[src/rtl/branch_resolve_unit.sv]
// branch_resolve_unit: PSR owner, Bcond/Jcond resolver with a one-entry registered valid/ready output stage.
// Optional BRU_STATS_EN adds saturating branch/taken statistics counters.
module branch_resolve_unit #(
  parameter int PC_W    = 16,
  parameter int DISP_W  = 8,
  parameter int STATS_W = 16
) (
  input  logic            clk,
  input  logic            reset_n,
  input  logic [15:0]     instr,
  input  logic [PC_W-1:0] pc,
  input  logic [PC_W-1:0] rtarget,
  input  logic            in_valid,
  output logic            in_ready,
  input  logic [4:0]      psr_we,
  input  logic [4:0]      psr_wdata,
  input  logic            flush,
  output logic [4:0]      psr,
  output logic            out_valid,
  input  logic            out_ready,
  output logic            out_taken,
  output logic [PC_W-1:0] out_target,
  output logic            out_is_branch
`ifdef BRU_STATS_EN
  ,
  output logic [STATS_W-1:0] stat_branches,
  output logic [STATS_W-1:0] stat_taken
`endif
);
  typedef enum logic {EMPTY, FULL} state_t;
  state_t state, state_nxt;
  logic [4:0] eff_psr;
  logic [15:0] conds;
  logic is_bcond, is_jcond, is_br, cond, taken, accept;
  logic [PC_W-1:0] disp, target;
  assign eff_psr = (psr_we & psr_wdata) | (~psr_we & psr);
  // Indexed by condition code; eff_psr order is C L F Z N
  assign conds = {1'b0, 1'b1,
                  eff_psr[0] | eff_psr[1], ~eff_psr[1] & ~eff_psr[0],
                  eff_psr[3] | eff_psr[1], ~eff_psr[3] & ~eff_psr[1],
                  ~eff_psr[2], eff_psr[2],
                  ~eff_psr[0], eff_psr[0],
                  ~eff_psr[3], eff_psr[3],
                  ~eff_psr[4], eff_psr[4],
                  ~eff_psr[1], eff_psr[1]};
  assign is_bcond = instr[15:12] == 4'b1100;
  assign is_jcond = instr[15:12] == 4'b0100 && instr[7:4] == 4'b1100;
  assign is_br    = is_bcond | is_jcond;
  assign cond     = conds[instr[11:8]];
  assign taken    = is_br & cond;
  assign disp     = PC_W'($signed(instr[DISP_W-1:0]));
  assign target   = !taken ? pc + PC_W'(1) : is_bcond ? pc + disp : rtarget;
  assign accept   = in_valid & in_ready & ~flush;
  always_ff @(posedge clk or negedge reset_n)
    if (!reset_n) state <= EMPTY;
    else          state <= state_nxt;
  always_comb begin
    state_nxt = flush ? EMPTY : accept ? FULL : (state == FULL && !out_ready) ? FULL : EMPTY;
  end
  always_comb begin
    out_valid = state == FULL;
    in_ready  = !out_valid | out_ready;
  end
  always_ff @(posedge clk or negedge reset_n)
    if (!reset_n) begin
      psr           <= '0;
      out_taken     <= 1'b0;
      out_target    <= '0;
      out_is_branch <= 1'b0;
    end else begin
      psr <= eff_psr;
      if (accept) begin
        out_taken     <= taken;
        out_target    <= target;
        out_is_branch <= is_br;
      end
    end
`ifdef BRU_STATS_EN
  always_ff @(posedge clk or negedge reset_n)
    if (!reset_n) begin
      stat_branches <= '0;
      stat_taken    <= '0;
    end else begin
      if (accept && is_br && !(&stat_branches)) stat_branches <= stat_branches + STATS_W'(1);
      if (accept && taken && !(&stat_taken))    stat_taken    <= stat_taken + STATS_W'(1);
    end
`endif
endmodule

[config.mk]
export PLATFORM = sky130hd
export DESIGN_NAME = branch_resolve_unit
export DESIGN_NICKNAME = d
export VERILOG_FILES = /design/src/rtl/branch_resolve_unit.sv
export SDC_FILE = /design/constraint.sdc
export NUM_CORES = 1
export LEC_CHECK = 0
export ABC_CLOCK_PERIOD_IN_PS = 2710
export BUFFER_PORTS_ARGS = -buffer_cell sky130_fd_sc_hd__buf_2
export CAP_MARGIN = 20
export CORE_MARGIN = 4
export CORE_UTILIZATION = 35
export DETAILED_ROUTE_END_ITERATION = 10
export GPL_TIMING_DRIVEN = 0
export MAX_ROUTING_LAYER = met4
export PLACE_DENSITY = 0.69
export SYNTH_ARGS = -nofsm -noshare
export SYNTH_HDL_FRONTEND = slang
export SYNTH_SLANG_ARGS = --single-unit
export TNS_END_PERCENT = 50
[constraint.sdc]
create_clock -name clk -period 2.71 [get_ports clk]
set_input_delay 0.271 -clock clk [delete_from_list [all_inputs] [get_ports clk]]
set_output_delay 0.271 -clock clk [all_outputs]
set_load 0.01 [all_outputs]
==> metrics list, run 1 <==
- Data on the critical path arrives at its endpoint at 2660 ps.
- Wire length per cell: 15.32 µm
- Derived from the worst setup path, the maximum achievable clock frequency is 0.4000 GHz.
* Cell type contributing the most total cell area after synthesis: sky130_fd_sc_hd__dfrtp_1
* Share of final-layout standard cells stronger than drive strength 1: 29.00%
- Clock tree synthesis found a total of 24 sinks.
- Power share of the clock group: 26.0%
- Endpoint class of the critical path: flip-flop
- IO Port Bufs: 87
* Post-place setup slack: 8.846 ps
- Starting Density: 35.92%
* Global-route wire length before repair: 10610 µm
* DP HPWL: 5789 µm
- Most frequent cell after synthesis: sky130_fd_sc_hd__nand2_1
* Biggest area contributors in the synthesized netlist: sky130_fd_sc_hd__dfrtp_1 (26%), sky130_fd_sc_hd__ha_1 (8.8%), sky130_fd_sc_hd__nand2_1 (7.2%), sky130_fd_sc_hd__xnor2_1 (5.8%), sky130_fd_sc_hd__a21oi_1 (5.3%)
- In this run the standard cell core region covers 6350 µm².
- Floorplan die width: 88.73 µm
- CTS built an H-tree with a depth of 1.
- Worst hold path stage count: 2
* Power density relative to cell area: 418.5 nW/µm²
* Remaining antenna violation count: 0
* Average size of a mapped cell: 8.234 µm²
- Summing the sequential cell areas from Yosys gives 26.33% of the chip area.
- Largest net degree at the start of global routing: 25
* Instance count of the mapped netlist: 277
* Cell internal pwr: 805.8 µW
- For this block, the via count after detailed routing is 2386.
* Setup slack of the most critical reg-to-reg path: 460 ps
- Ranked by instance count, the synthesized netlist is headed by sky130_fd_sc_hd__nand2_1 (44), sky130_fd_sc_hd__a21oi_1 (24), sky130_fd_sc_hd__dfrtp_1 (24), sky130_fd_sc_hd__o21ai_0 (18), sky130_fd_sc_hd__ha_1 (16).
- Total routed wirelength: 6834 µm
- Switching power summed over all nets: 405.5 µW
- Via count of the first global-routing pass: 2247
- The most used flip-flop cell after synthesis is sky130_fd_sc_hd__dfrtp_1.
- Residual DRC: 0
* Rel. slew slack: 62.18%
* Final non-filler cell area: 2894 µm²
* Antenna violations before repair: 0
- Clock latency on the worst-skew pair, taken at its later pin, is 270 ps.
- Final clock period utilization by the worst path: 92.25%
- The area growth from synthesis to layout is 26.88%.
- Net switching is 33.47% of the power.
* Worst flop-to-flop path endpoint: out_target[8]
- RSZ-0062 raised after global routing: no
- Num ports: 88
- For the pin with the worst max-slew slack, the measured transition is 560.0 ps.
- Minimum clock period after layout: 2500 ps
- Synthesis inferred 24 register bits.
- Sequential group share of total power: 35.8%
- Along the worst path, the maximum fanout reaches 5.
- Min-delay worst type: in2reg
- Global routing finished with a remaining overflow of 0.
- Routability congestion estimate from global placement: 0.8961
- Post-synth net total: 357
- The placed instances occupy a cell area of 2813 µm².
- Summed over all cells, the static leakage comes to 1.317 nW.
- The worst hold path begins at flush.
* Max-slew violation count: 0
- Total negative setup slack: 0 ps
- Share of the synthesized area in the top cell type: 26.33%
- TritonCTS built the clock tree.
- DRC violation total after the first TritonRoute iteration: 107
- Summing every instance area after synthesis gives 2281 µm².
- Yosys printed 0 warnings.
- In the routed layout, each cell is associated on average with a via count of 5.350.
* # rows: 29
- Peak ir drop on the vdd network: 298.1 µV
- Count of flip-flops with a built-in enable after synthesis: 0
- The run finished with clean final reports.
- Startpoint of the worst register-to-register path: psr[1]
* Count of endpoints failing hold in the final timing report: 0
- The floorplan step defined a die boundary enclosing 7872 µm².
- The layout has 658 filler cells.
* Classification of the worst setup path: in2reg
- Counting flops with an async set or reset pin after synthesis yields a share of 100.0%.
- Length in cells of the worst reg-to-reg path: 8
* Layout net count: 450
- Final setup vio count: 0
- Y dimension of the die: 88.73 µm
* Number of maximum-capacitance violations: 0
- Endpoint, Worst Hold: out_valid
- Overall routing resource usage: 17.61%
- Required time at the endpoint of the critical path: 2870 ps
- The tightest hold path in the finished design has a slack of 188.8 ps.
* Gate power share: 38.2%
- Count of cells resized by post-cts repair: 0
* Initial DRT Pass Iterations: 4
- The cell sitting at the root of the clock tree is a sky130_fd_sc_hd__clkbuf_8.
* Total design power: 1.211 mW
- Clock tree synthesis inserted a total of 3 buffers.
* Bufs on Longest Clock Path: 2
* Kind of start point of the critical path: primary input
- Fin Clk Skew: 5.487 ps
* Minimum setup slack in the final design: 209.9 ps
* Ant. Diodes: 0
* Clock-pin slew of the registers on the worst-case setup and hold paths: 90 ps
- Synth unique cells: 55
-- layout make-up --
type / instances / area, µm² / share of cell area [%]
multi-input combinational: 236 / 1583 / 54.69
clock inverter: 1 / 30.03 / 1.038
sequential: 24 / 600.6 / 20.75
timing repair buffer: 88 / 445.4 / 15.39
buffer: 10 / 71.32 / 2.464
tap: 77 / 96.34 / 3.329
clock buffer: 3 / 41.29 / 1.427
inverter: 7 / 26.28 / 0.9079
-- layout by cell type, fill, tap and decap left out, drive strengths merged, types with 2 or more instances in the layout --
cell and instances:
a211oi 4, a21o 2, a21oi 24, a221o 2, a31oi 6, and2 2, and3 3, buf 91
clkbuf 9, dfrtp 24, ha 16, inv 7, mux2 2, mux2i 5, nand2 45, nand3 15
nand4 3, nor2 15, nor2b 3, nor3 3, nor3b 2, o211ai 6, o21a 2, o21ai 20
o22ai 4, o311ai 6, xnor2 15, xor2 13
-- worst max-delay path by stage --
stage	start	end	slack (ps)	cells after the start
global route	pc[2]	out_target[15]	140	9
floorplan	instr[0]	out_target[12]	530	9
global placement	pc[2]	out_target[15]	30	9
CTS	pc[3]	out_target[15]	270	9
finish	pc[3]	out_target[15]	210	9
detailed placement	pc[4]	out_target[15]	9	9
-- per-stage QoR --
| stage | utilization, % | cells |
|---|---|---|
| after CTS | 45.58 | 446 |
| after global routing | 45.58 | 446 |
| after detailed placement | 44.30 | 441 |
| after floorplan | - | 277 |
| after global placement | 44.30 | 441 |
| final | 45.58 | 446 |
-- logic make-up (layout without fill, tap and decap cells) --
logic type                 Yosys count  in the layout  share of synthesized area [%]
AOI/OAI and AO/OA                   87             87                          25.62
xor gates and xnor gates            28             28                          10.75
adders and majority gates           17             17                          9.654
buffers and inverters               17            109                          4.279
DFF                                 24             24                          26.33
muxes                                7              7                          3.346
and+or+nand+nor                     97             97                          20.02
-- registers in the layout, summed over array words and instances, names as in the netlist --
| signal | cells |
|---|---|
| out_target | 16 |
| psr | 5 |
| out_is_branch | 1 |
| out_taken | 1 |
| out_valid | 1 |
-- metal layers --
layer	GRT usage (%)	wire length, µm	vias to the layer above
met3	0.7449	365	6
met1	22.59	2978	1091
met2	30.16	3398	72
met4	4.808	91	0
li1	-	-	1217
met5	-	0	-
-- repair_timing --
item | in CTS | in global routing
endpoints found under the setup margin | 0 | 0
hold endpoints to repair | 19 | 0
buffers inserted | 0 | 0
hold buffers | 1 | 0
-- power by group through the flow --
| stage | Clock, mW | Sequential [mW] | Combinational [mW] |
|---|---|---|---|
| floorplan | 0 | 0.463 | 0.248 |
| global placement | 0 | 0.440 | 0.451 |
| detailed placement | 0 | 0.442 | 0.461 |
| CTS | 0.321 | 0.435 | 0.463 |
| global route | 0.330 | 0.440 | 0.514 |
| finish | 0.315 | 0.434 | 0.463 |
-- worst max-delay path: stages --
cell and delay [ps]:
sky130_fd_sc_hd__buf_2 130, sky130_fd_sc_hd__ha_1 360, sky130_fd_sc_hd__o211ai_1 130, sky130_fd_sc_hd__o21ai_2 250, sky130_fd_sc_hd__a21boi_0 260, sky130_fd_sc_hd__o41ai_1 630
sky130_fd_sc_hd__xnor2_1 210, sky130_fd_sc_hd__a211oi_2 100, sky130_fd_sc_hd__a211o_2 320
Note: power is estimated with default switching activity, not from simulation.
==> inputs of run 2 (changes only) <==
--- a/config.mk
+++ b/config.mk
@@ -9,11 +9,12 @@
 export BUFFER_PORTS_ARGS = -buffer_cell sky130_fd_sc_hd__buf_2
 export CAP_MARGIN = 20
 export CORE_MARGIN = 4
-export CORE_UTILIZATION = 35
+export CORE_UTILIZATION = 45
 export DETAILED_ROUTE_END_ITERATION = 10
 export GPL_TIMING_DRIVEN = 0
 export MAX_ROUTING_LAYER = met4
-export PLACE_DENSITY = 0.69
+export PLACE_DENSITY = 0.83
+export SLEW_MARGIN = 40
 export SYNTH_ARGS = -nofsm -noshare
 export SYNTH_HDL_FRONTEND = slang
 export SYNTH_SLANG_ARGS = --single-unit
==> metrics list, run 2 (synthesis gave the netlist of run 1 again) <==
* Result of the run: completed
- Post-place setup slack: 70.19 ps
- Via count of the first global-routing pass: 2349
- Input and output buffers added on the ports amount to 87.
- Post-CTS Setup Inserts: 0
- Minimum clock period after layout: 2402 ps
- Core ar.: 4817 µm²
* Remaining antenna violation count: 0
- The worst setup path is captured at a flip-flop.
- In this run the worst path has a maximum fanout of 5.
* DRC violation total after the first TritonRoute iteration: 176
* Clock-pin slew of the registers on the worst-case setup and hold paths: 80 ps
- The count of cells in the finished layout, fillers not included, comes to 436.
- Global-route wire length before repair: 10840 µm
- Total CTS buffers: 3
* Layout Area Growth over Synthesis: 26.33%
- Classification of the worst setup path: in2reg
* Min-delay src: flush
- Pleak: 1.317 nW
- Counting both buffers and inverters, the worst setup path holds a total of 1.
- Rel. slew slack: 64.65%
- During I/O placement, the number of pins put on the boundary was 88.
- The number of cells on the worst reg-to-reg path is 8.
- Across all register-to-register paths, the minimum setup slack is 410 ps.
* Number of flip-flops under the largest register name: 16
- After routing, the total negative slack on setup checks comes to 0 ps.
- In this design, the stage delay of the slowest critical-path cell is 580 ps.
* Initial DRT Pass Iterations: 4
* Floorplan die width: 79.20 µm
- Minimum setup slack in the final design: 308.1 ps
- Of the available clock period, the critical path in the final layout requires 88.63%.
* Most common cell after layout, fill and taps aside: sky130_fd_sc_hd__buf_2
- The number of endpoints with negative hold slack in the final report came to 0.
- The worst hold path belongs to the class in2reg.
* Post-layout util: 59.82%
- The endpoint identified for the worst register-to-register timing path is out_target[9].
* Worst path arrival time: 2560 ps
- Peak clock frequency supported by timing: 0.4163 GHz
- Number of maximum-capacitance violations: 0
- Setup repair after global routing left no endpoint under its margin.
- TritonCTS built the clock tree.
* Max-slew violation count: 0
- Cell at the root of the clock tree: sky130_fd_sc_hd__clkbuf_8
- The initial antenna violation count was 0.
* # placed instances: 431
- After detailed routing, the average wire length per cell comes to 15.36 µm.
- Y dimension of the die: 79.20 µm
* Power density relative to cell area: 420.0 nW/µm²
* Transition time of the tightest slew-check pin: 530.2 ps
- At the end of routability-driven placement, the weighted congestion stood at 0.8488.
* Cell-by-cell listing of the critical path: buf_2, ha_1, o211ai_1, o21ai_2, a21boi_0, o41ai_1, xnor2_1, a211oi_2, a211o_2
- The largest registers in the layout are out_target (16), psr (5).
- The post-route netlist has 29.00% of its cells at a drive strength greater than 1.
- Overflow left after global routing: 0
* Overall routing resource usage: 21.83%
- The clock reaches the later pin of the worst-skew pair after 270 ps.
* Final setup vio count: 0
- Peak ir drop on the vdd network: 226.1 µV
- The clock arrives with 5.346 ps of skew.
* # rows: 25
* Largest net degree at the start of global routing: 25
* Number of clock sinks: 24
- Detailed routing inserted a total of 2450 vias.
- Worst hold path stage count: 2
- In this run the number of H-tree levels came out at 1.
* Total design power: 1.210 mW
- DP HPWL: 5575 µm
- Bufs on Longest Clock Path: 2
- The register with the most flip-flops in the final layout is out_target.
- Kind of start point of the critical path: primary input
- Post-CTS Hold Fix Bufs: 1
- Ant. Diodes: 0
* Number of cells on the critical path: 9
* Slowest CP cell: sky130_fd_sc_hd__o41ai_1
- Layout net count: 450
- After detailed routing, the number of remaining DRC violations is 0.
* Top library cells by usage in the layout, fill and taps aside: sky130_fd_sc_hd__buf_2 (87), sky130_fd_sc_hd__nand2_1 (44), sky130_fd_sc_hd__a21oi_1 (24), sky130_fd_sc_hd__dfrtp_1 (24), sky130_fd_sc_hd__o21ai_0 (18)
- Vias per Instance: 5.619
- Total routed wirelength: 6698 µm
- Count of cells resized by post-cts repair: 0
* Worst path top cell family by delay: compound AO/OA/AOI/OAI gates
- For the worst setup path, the data required time is 2870 ps.
- For this configuration, the core starts out at a cell density of 47.35%.
- Area enclosed by the die boundary: 6272 µm²
- Endpoint, Worst Hold: out_valid
* Startpoint of the worst register-to-register path: psr[1]
## run 2: cell counts in the layout (fill, tap and decap cells not counted)
Identical to the previous run, type by type.
## run 2: worst max-delay path by stage
stage,from,endpoint
after floorplan,instr[0],out_target[12]
after global placement,pc[2],out_target[15]
after detailed placement,pc[2],out_target[15]
after CTS,pc[2],out_target[15]
after global routing,pc[2],out_target[15]
final,pc[2],out_target[15]
## run 2: final cells by class
| class | count | area [µm²] |
|---|---|---|
| sequential | 24 | 600.6 |
| clock inverter | 1 | 30.03 |
| fill | 464 | 1936 |
| buffer | 10 | 71.32 |
| inverter | 7 | 26.28 |
| clock buffer | 3 | 41.29 |
| tap | 67 | 83.83 |
| multi-input combinational | 236 | 1583 |
| timing repair buffer | 88 | 445.4 |
## run 2: through the flow
step	hold WS [ps]	area (µm²)
floorplan	-24.59	2281
global placement	272.1	2800
detailed placement	276.8	2800
CTS	187.7	2882
global route	192.0	2882
finish	185.3	2882
## run 2: report_power, final
part	switching, mW	internal [mW]
Sequential	0.0273	0.407
Combinational	0.260	0.201
Clock	0.118	0.198
Total	0.404	0.806
## run 2: worst register-to-register path: stages, from the launching register on
cell and delay [ps]:
sky130_fd_sc_hd__dfrtp_1 390, sky130_fd_sc_hd__mux2i_2 240, sky130_fd_sc_hd__a21oi_1 120, sky130_fd_sc_hd__o2111a_1 260, sky130_fd_sc_hd__or4_4 530, sky130_fd_sc_hd__nand2_2 200, sky130_fd_sc_hd__buf_8 170, sky130_fd_sc_hd__o211ai_4 70
sky130_fd_sc_hd__a22o_1 200
## run 2: layer usage
metal  global-route usage, %  vias to the layer above  share of wire, %
met5                       -                        -                 0
met4                   6.186                        0               1.7
met3                  0.9070                       10               6.4
met2                   37.88                       92                50
met1                   27.80                     1136                42
li1                        -                     1212                 -
